`config.mk`:
```
export PLATFORM = sky130hd
export DESIGN_NAME = enc8to3_seq
export DESIGN_NICKNAME = d
export VERILOG_FILES = /design/src/rtl/enc_pkg.sv /design/src/rtl/enc8to3_prio.sv /design/src/rtl/enc8to3_seq.sv
export SDC_FILE = /design/constraint.sdc
export NUM_CORES = 1
export LEC_CHECK = 0
export ABC_AREA = 1
export ABC_CLOCK_PERIOD_IN_PS = 1440
export CAP_MARGIN = 25
export CORE_MARGIN = 2
export CORE_UTILIZATION = 46
export DETAILED_ROUTE_END_ITERATION = 8
export PLACE_DENSITY_LB_ADDON = 0.08
export SYNTH_ARGS = -nofsm -noshare
export SYNTH_HDL_FRONTEND = slang
export SYNTH_SLANG_ARGS = --single-unit
```
`constraint.sdc`:
```
create_clock -name clk -period 1.44 [get_ports clk]
set_input_delay 0.288 -clock clk [delete_from_list [all_inputs] [get_ports clk]]
set_output_delay 0.288 -clock clk [all_outputs]
set_load 0.01 [all_outputs]
```
`src/rtl/enc_pkg.sv`:
```
// Shared types and widths for the 8-to-3 sequential priority encoder.
// Holds the FSM state encoding and small index/vector helpers.
package enc_pkg;

  localparam int VEC_W = 8;
  localparam int IDX_W = 3;

  // Kept as plain constants so older tools and waveform decoders see fixed codes.
  typedef logic [0:0] state_t;
  localparam state_t IDLE = 1'b0;
  localparam state_t EMIT = 1'b1;

  function automatic logic [VEC_W-1:0] idx2mask(input logic [IDX_W-1:0] idx);
    idx2mask = VEC_W'(1) << idx;
  endfunction

endpackage

```
`src/rtl/enc8to3_prio.sv`:
```
// Combinational priority find over the pending vector: index of lowest (or highest) set bit,
// plus a flag that exactly one bit remains. Zero latency, no flow control.
module enc8to3_prio
  import enc_pkg::*;
#(
  parameter bit MSB_FIRST = 1'b0
) (
  input  logic [VEC_W-1:0] vec,
  output logic [IDX_W-1:0] idx,
  output logic             one_hot
);

  // The last matching iteration wins, so the scan direction picks the priority.
  always_comb begin
    idx = '0;
    if (MSB_FIRST) begin
      for (int i = 0; i < VEC_W; i++) begin
        if (vec[i]) idx = IDX_W'(i);
      end
    end else begin
      for (int i = VEC_W - 1; i >= 0; i--) begin
        if (vec[i]) idx = IDX_W'(i);
      end
    end
  end

  assign one_hot = (vec != '0) && ((vec & (vec - VEC_W'(1))) == '0);

endmodule

```
`src/rtl/enc8to3_seq.sv`:
```
// Captures an 8-bit request vector and emits the index of each set bit, one per handshake;
// 1-cycle capture-to-output latency, output held under out_ready backpressure. ENC_COUNT_EN adds cnt.
module enc8to3_seq
  import enc_pkg::*;
#(
  parameter bit MSB_FIRST = 1'b0
) (
  input  logic             clk,
  input  logic             rst_n,
  input  logic             in_valid,
  output logic             in_ready,
  input  logic [VEC_W-1:0] din,
  output logic             out_valid,
  input  logic             out_ready,
  output logic [IDX_W-1:0] dout,
  output logic             out_last,
  output logic             zero_hit
`ifdef ENC_COUNT_EN
  ,
  output logic [3:0]       cnt
`endif
);

  state_t           state;
  logic [VEC_W-1:0] pending;
  logic [IDX_W-1:0] idx;
  logic             one_hot;
  logic             accept;
  logic             emit_hs;

  enc8to3_prio #(
    .MSB_FIRST(MSB_FIRST)
  ) u_prio (
    .vec    (pending),
    .idx    (idx),
    .one_hot(one_hot)
  );

  assign in_ready  = (state == IDLE);
  assign out_valid = (state == EMIT);
  // pending is zero outside EMIT, so dout reads 0 when idle.
  assign dout      = idx;
  assign out_last  = (state == EMIT) && one_hot;
  assign accept    = in_valid && in_ready;
  assign emit_hs   = out_valid && out_ready;

  always_ff @(posedge clk) begin
    if (!rst_n) begin
      state    <= IDLE;
      pending  <= '0;
      zero_hit <= 1'b0;
    end else begin
      zero_hit <= accept && (din == '0);
      case (state)
        IDLE: begin
          if (accept && (din != '0)) begin
            pending <= din;
            state   <= EMIT;
          end
        end
        EMIT: begin
          if (emit_hs) begin
            pending <= pending & ~idx2mask(idx);
            if (out_last) state <= IDLE;
          end
        end
        default: begin
          state   <= IDLE;
          pending <= '0;
        end
      endcase
    end
  end

`ifdef ENC_COUNT_EN
  logic [3:0] din_pop;

  always_comb begin
    din_pop = '0;
    for (int i = 0; i < VEC_W; i++) begin
      din_pop = din_pop + {3'b000, din[i]};
    end
  end

  always_ff @(posedge clk) begin
    if (!rst_n) begin
      cnt <= '0;
    end else if (state == IDLE) begin
      if (accept && (din != '0)) cnt <= din_pop;
    end else if (emit_hs && out_last) begin
      cnt <= '0;
    end
  end
`endif

endmodule

```
==> results.md, run 1 <==
Floorplanning:
- The floorplan die height is ~43 um.
- From left edge to right edge, the die measures ~43 um.
- The starting density of the core is 51.2%.
- The I/O pin count is 19.
- The floorplan row count is 13.

Placement:
- Timing analysis after detailed placement gives a worst setup slack of -0.354 ns.
- In this run the cell area measured after placement is 1030 um2.
- The count of input and output buffers is 18.
- The HPWL after detailed placement is 1570 um.
- The final weighted congestion of routability-driven global placement is approximately 0.79.

Synth:
- The sequential fraction of the synthesis area is slightly below 30%.
- The number of different library cells used by synthesis comes to 20.
- Dividing the synthesized area by the synthesized cell count gives approximately 6.3 um2.
- Counting every net in the synthesized netlist gives 122.
- The synthesized area is about 700 um2.
- The synthesized design contains 10 register bits.
- The number of cells produced by synthesis is 110.
- During synthesis, Yosys emitted a total of 0 warnings.

GRT:
- Entering global routing, the biggest net connects 14 pins.
- The global-route congestion overflow total is 6.
- The aggregate global-route resource usage is a little over three fifths.

Outcome:
- The run stopped with a tool error.
- The first error in the log reads "[ERROR GRT-0232] Routing congestion too high. Check the congestion heatmap in the GUI".
- Progress stopped at global routing (5_1_grt).

Clock network:
- The clock net in this run drives a total of 10 sinks.
- The number of hold-repair buffers added at the cts stage is 0.
- The depth of the CTS H-tree is 1.
- Counting the buffers created by CTS gives 3.
- The library cell used as clock root buffer is sky130_fd_sc_hd__clkbuf_4.
- The deepest clock path buffer count is 2.

STA:
- After the last repair the worst path ends at a top-level output.
- The last worst endpoint in the global-route repair_timing is out_last.
[logic make-up after synthesis]
family | after synthesis | synth area share [%]
simple gates | 64 | 43.5
compound gates | 23 | 19.7
buf+inv | 13 | 7.79
flops | 10 | 29.0
[Yosys cell counts]
library cell               number  area (um2)
sky130_fd_sc_hd__a21oi_2        2        17.5
sky130_fd_sc_hd__nor2_4         2        22.5
sky130_fd_sc_hd__or2_2          1        6.26
sky130_fd_sc_hd__nor2_1        12        45.0
sky130_fd_sc_hd__clkinv_1       1        3.75
sky130_fd_sc_hd__o31ai_1        1        7.51
sky130_fd_sc_hd__inv_1          8        30.0
sky130_fd_sc_hd__dfxtp_1       10         200
sky130_fd_sc_hd__nand3_1       17        85.1
sky130_fd_sc_hd__nand2_4        1        11.3
sky130_fd_sc_hd__buf_2          1        5.00
sky130_fd_sc_hd__inv_2          2        7.51
sky130_fd_sc_hd__a21oi_4        1        16.3
sky130_fd_sc_hd__nand3_2        1        10.0
sky130_fd_sc_hd__nand2_1       27         101
sky130_fd_sc_hd__a21oi_1       11        55.1
sky130_fd_sc_hd__o21ai_0        8        40.0
sky130_fd_sc_hd__buf_4          1        7.51
sky130_fd_sc_hd__nand2_2        1        6.26
sky130_fd_sc_hd__nor2_2         2        12.5
[per-stage QoR]
step	hold WS [ns]	instances	utilization, %
floorplan	0.434	110	-
global placement	0.520	161	76.1
detailed placement	0.526	161	76.1
CTS	0.512	179	89.9
[metal layers]
metal	track usage, %	overflow
met1	61.3	0
met3	44.7	0
met5	0	0
met4	70.6	4
met2	80.9	2
[timing repair]
item / in CTS
gates resized for setup: 44
endpoints found under the setup margin: 6
hold endpoints to repair: 0
setup buffers: 15
pin swaps: 9
==> run 2, diff against run 1 <==
--- a/config.mk
+++ b/config.mk
@@ -8,10 +8,10 @@
 export ABC_AREA = 1
 export ABC_CLOCK_PERIOD_IN_PS = 1440
 export CAP_MARGIN = 25
-export CORE_MARGIN = 2
-export CORE_UTILIZATION = 46
+export CORE_AREA = 2 2 63 65
 export DETAILED_ROUTE_END_ITERATION = 8
-export PLACE_DENSITY_LB_ADDON = 0.08
+export DIE_AREA = 0 0 65 67
+export PLACE_DENSITY_LB_ADDON = 0.15
 export SYNTH_ARGS = -nofsm -noshare
 export SYNTH_HDL_FRONTEND = slang
 export SYNTH_SLANG_ARGS = --single-unit
==> run 2 against run 1 <==
Synthesized cell count did not move. The flow now finishes, with violations (negative setup slack). Area after synthesis stayed put.
==> results.md, run 2 <==
STA:
- The worst-case setup margin in the final layout is -0.215 ns.
- The total negative slack is -0.537 ns.
- After layout, the worst path uses 115% of the clock period.
- At the pin with the least slew margin, the transition time is 0.220 ns.
- The worst path in the final design needs a cycle of approximately 1.7 ns, including I/O delays and setup.
- The final setup skew is ~0.0051 ns.
- For this run, the top clock speed supported by timing is around 600 MHz.
- The count of endpoints failing setup in the final report is 4.
- The relative slew slack is 85.3%.
- Setup repair after global routing could not meet its margin everywhere.
- The number of hold violations in the final report came to 0.
- The final-report max-slew violation count came to 0.

Critical path:
- The largest incremental delay on the critical path is ~0.36 ns.
- The buffering stage count on the worst path with inverters included is 4.
- The worst setup path is launched from a flip-flop.
- For the worst setup path, the data required time is ~1.2 ns.
- Among the stages of the critical path, the cell type that occurs most often is sky130_fd_sc_hd__buf_6.
- The critical path is of the reg -> out type.
- Of all nets on the critical path, the largest fanout is 4.
- The slowest stage of the critical path is the sky130_fd_sc_hd__dfxtp_4 cell.
- STA classifies the critical path endpoint as a primary output.
- Traced cell by cell, the critical path runs through nor2_4, buf_6, nand2_4, a21oi_4, buf_4, buf_6, buf_2.
- The cell family with the largest share of critical-path delay is buffers and inverters.
- Data on the critical path arrives at its endpoint at 1.37 ns.

Power:
- Summing internal, switching and leakage power gives approximately 1100 uW.
- The cell leakage power is 0.000610 uW.
- The total power density per cell area is 829 nW/um2.
- The worst-case vdd ir drop is ~0.24 mV.

Synth:
- Summing the areas of all compound-gate instances in the mapped netlist gives 19.7% of the synthesized area.
- After synthesis, the cell types taking the most area are sky130_fd_sc_hd__dfxtp_1, sky130_fd_sc_hd__nand2_1, sky130_fd_sc_hd__nand3_1.
- Synthesis handed over a netlist of 110 instances.
- The number of enable flip-flop cells after synthesis is 0.
- The xor/xnor share of the synthesized area is 0%.
- The mux share of post-synthesis cell area is 0%.
- The total nets after synthesis is 122.
- In the synthesized netlist the async set-or-reset flop fraction comes to 0%.
- The top flip-flop cell by instance count after synthesis is sky130_fd_sc_hd__dfxtp_1.
- After synthesis, the largest family of logic cells by area is simple AND/OR/NAND/NOR gates.
- A synthesized cell averages between 6 and 7 um2.
- The top cell type's share of synthesized area is between 20 and 30%.
- During synthesis, Yosys emitted a total of 0 warnings.
- sky130_fd_sc_hd__dfxtp_1 takes more of the synthesized area than any other cell.
- The synthesized area is around 690 um2.
- The share of the Yosys chip area taken by registers is slightly below 30%.
- By count the netlist is led by sky130_fd_sc_hd__nand2_1, sky130_fd_sc_hd__nand3_1, sky130_fd_sc_hd__nor2_1, sky130_fd_sc_hd__a21oi_1, sky130_fd_sc_hd__dfxtp_1.
- The unique cell type count in the Yosys netlist is 20.
- After Yosys synthesis, and, or, nand and nor cells account for 43.5% of the synthesized area.
- The synthesized design contains 10 register bits.
- The most frequent cell after synthesis is sky130_fd_sc_hd__nand2_1.
- The adder-cell share of the synthesized area is 0%.

GRT:
- The number of global-route vias before repair was about 880.
- The first global-routing pass estimated 3880 um of wire.
- The initial antenna violation count came to 0.
- The largest net degree at the start of global routing is 14.
- In the global route stage, met3 resource usage came out at under 10%.
- The met1 track demand over resource in global routing is 14.7%.
- The most used routing layer in global routing is met2.
- The global-route congestion overflow total is 0.
- Global routing consumed, over all layers together, between 10% and 20% of the routing resources.
- For met2 alone, demand over resource in global routing was between 10% and 20%.

Clock network:
- The deepest clock path buffer count is 2.
- The clock transition at the registers of the reported paths is approximately 0.050 ns.
- The total clock buffers created by CTS is 3.
- Buffers inserted to repair hold after CTS numbered 0.
- The number of sinks handled by clock tree synthesis is 10.
- The clock latency reported for the late side of the worst-skew pair is 0.24 ns.
- The TritonCTS clock tree is done.
- CTS built an H-tree with a depth of 1.
- The library cell used as clock root buffer is sky130_fd_sc_hd__clkbuf_8.

Routing:
- The via count is around 940.
- After detailed routing, the number of remaining DRC violations is 0.
- Once detail routing completed, the nets flagged for antenna violations numbered 0.
- Using the TritonRoute via totals, the vias-per-cell ratio works out to approximately 4.3.
- The final layout contains routed wiring with a total length of 2650 um.
- For this run, the detailed router's first-pass iteration total came to 4.
- In the final routed layout, each cell accounts on average for between 10 and 15 um.
- The iteration-0 DRC count of the detailed router is 25.

Placement:
- The count of buffers added on input and output ports is 18.
- At the end of routability-driven placement, the weighted congestion stood at between 0.8 and 0.9.
- The final HPWL from detailed placement is ~1700 um.
- The worst slack after detailed placement is -0.372 ns.
- The number of cells after detailed placement is slightly below 200.

Floorplanning:
- The floorplan step set the die width to ~65 um.
- The area inside the core boundary is 3610 um2.
- The floorplan die height is between 60 and 70 um.
- The floorplan row count is 22.
- The overall die area is 4360 um2.
- Once the floorplan was initialized, standard cells occupied a little under a fifth of the core.
- In this run the count of I/O pins placed on the die edge is 19.

Outcome:
- The checks that failed: negative setup slack.
- The flow ran to the end, but the final reports show violations.

Finish:
- The filler-free cell count of the finished design is around 220.
- In the final design database the tool counted between 150 and 200 nets.
- The library cells used most frequently in the layout, excluding fill and tap cells, are sky130_fd_sc_hd__buf_4, sky130_fd_sc_hd__nand2_1, sky130_fd_sc_hd__nand3_1, sky130_fd_sc_hd__clkdlybuf4s50_1, sky130_fd_sc_hd__nor2_1.
- The register bank with the most flops is pending.
- The number of antenna diodes in the final layout is 0.
- The leading cell type in the layout, fill and taps excluded is sky130_fd_sc_hd__buf_4.
- The register with the most flip-flops in the layout has 8 of them.
- The fraction of layout cells with a size suffix above 1 is between 50 and 60%.
- The relative area change from synthesis to final layout is 99.3%.

Flow run:
- The max-cap violation count is 0.

Min path:
- The type of the worst min-delay path is in -> reg.
-- run 2: cell counts after synthesis --
No cell type changed its count.
-- run 2: final cells by class --
type / count / area (um2)
Timing Repair Buffer: 59 / 498
Clock buffer: 3 / 41.3
Sequential cell: 10 / 219
Fill cell: 399 / 2230
Tap cell: 48 / 60.1
Inverter: 11 / 41.3
Multi-Input combinational cell: 87 / 517
-- run 2: worst paths after layout --
path	from	to	slack [ns]	cells past startpoint
setup / recovery	pending[1]	dout[2]	-0.21	7
hold / removal	din[5]	pending[5]	0.44	5
setup reg to reg	pending[1]	out_valid	-0.05	12
hold reg to reg	pending[3]	pending[3]	0.51	2
-- run 2: logic make-up after synthesis --
logic type / count (synthesis)
AND/OR/NAND/NOR: 64
buffers and inverters: 13
AO/OA/AOI/OAI: 23
flip-flops: 10
-- run 2: where the power goes --
group	leakage, uW	switching [uW]	internal [uW]
registers	0.0000860	29.3	297
logic	0.000503	242	277
clock network	0.0000216	113	183
-- run 2: stage by stage --
| stage | utilization [%] | hold WS, ns | instance area [um2] |
|---|---|---|---|
| after floorplan | - | 0.434 | 691 |
| after global placement | 30.5 | 0.535 | 1100 |
| after detailed placement | 30.5 | 0.534 | 1100 |
| after CTS | 34.8 | 0.514 | 1250 |
| after global routing | 38.2 | 0.482 | 1380 |
| final | 38.2 | 0.443 | 1380 |
-- run 2: timing repair --
action / in CTS / in global routing
gates resized for setup: 31 / 35
pin swaps: 6 / 25
setup buffers: 12 / 8
setup endpoints to repair: 6 / 13
hold endpoints to repair: 0 / 0
-- run 2: metal layers --
layer / wire, um / share of wire [%] / up-vias
met5: 0 / 0 / -
met4: 69 / 2.6 / 0
met3: 81 / 3.1 / 6
met2: 1360 / 51 / 24
met1: 1140 / 43 / 430
li1: - / - / 482
-- run 2: worst reg2reg max path: stages (launching register included) --
cell,delay [ns]
sky130_fd_sc_hd__dfxtp_4,0.36
sky130_fd_sc_hd__nor2_4,0.16
sky130_fd_sc_hd__buf_6,0.12
sky130_fd_sc_hd__nand2_4,0.05
sky130_fd_sc_hd__nand2_1,0.08
sky130_fd_sc_hd__nor2_2,0.05
sky130_fd_sc_hd__nor2_2,0.12
sky130_fd_sc_hd__nor2_2,0.05
sky130_fd_sc_hd__buf_4,0.12
sky130_fd_sc_hd__buf_4,0.12
sky130_fd_sc_hd__nand2_1,0.04
sky130_fd_sc_hd__nand2_1,0.06
sky130_fd_sc_hd__a21oi_2,0.11
(Power assumes the default switching activity.)
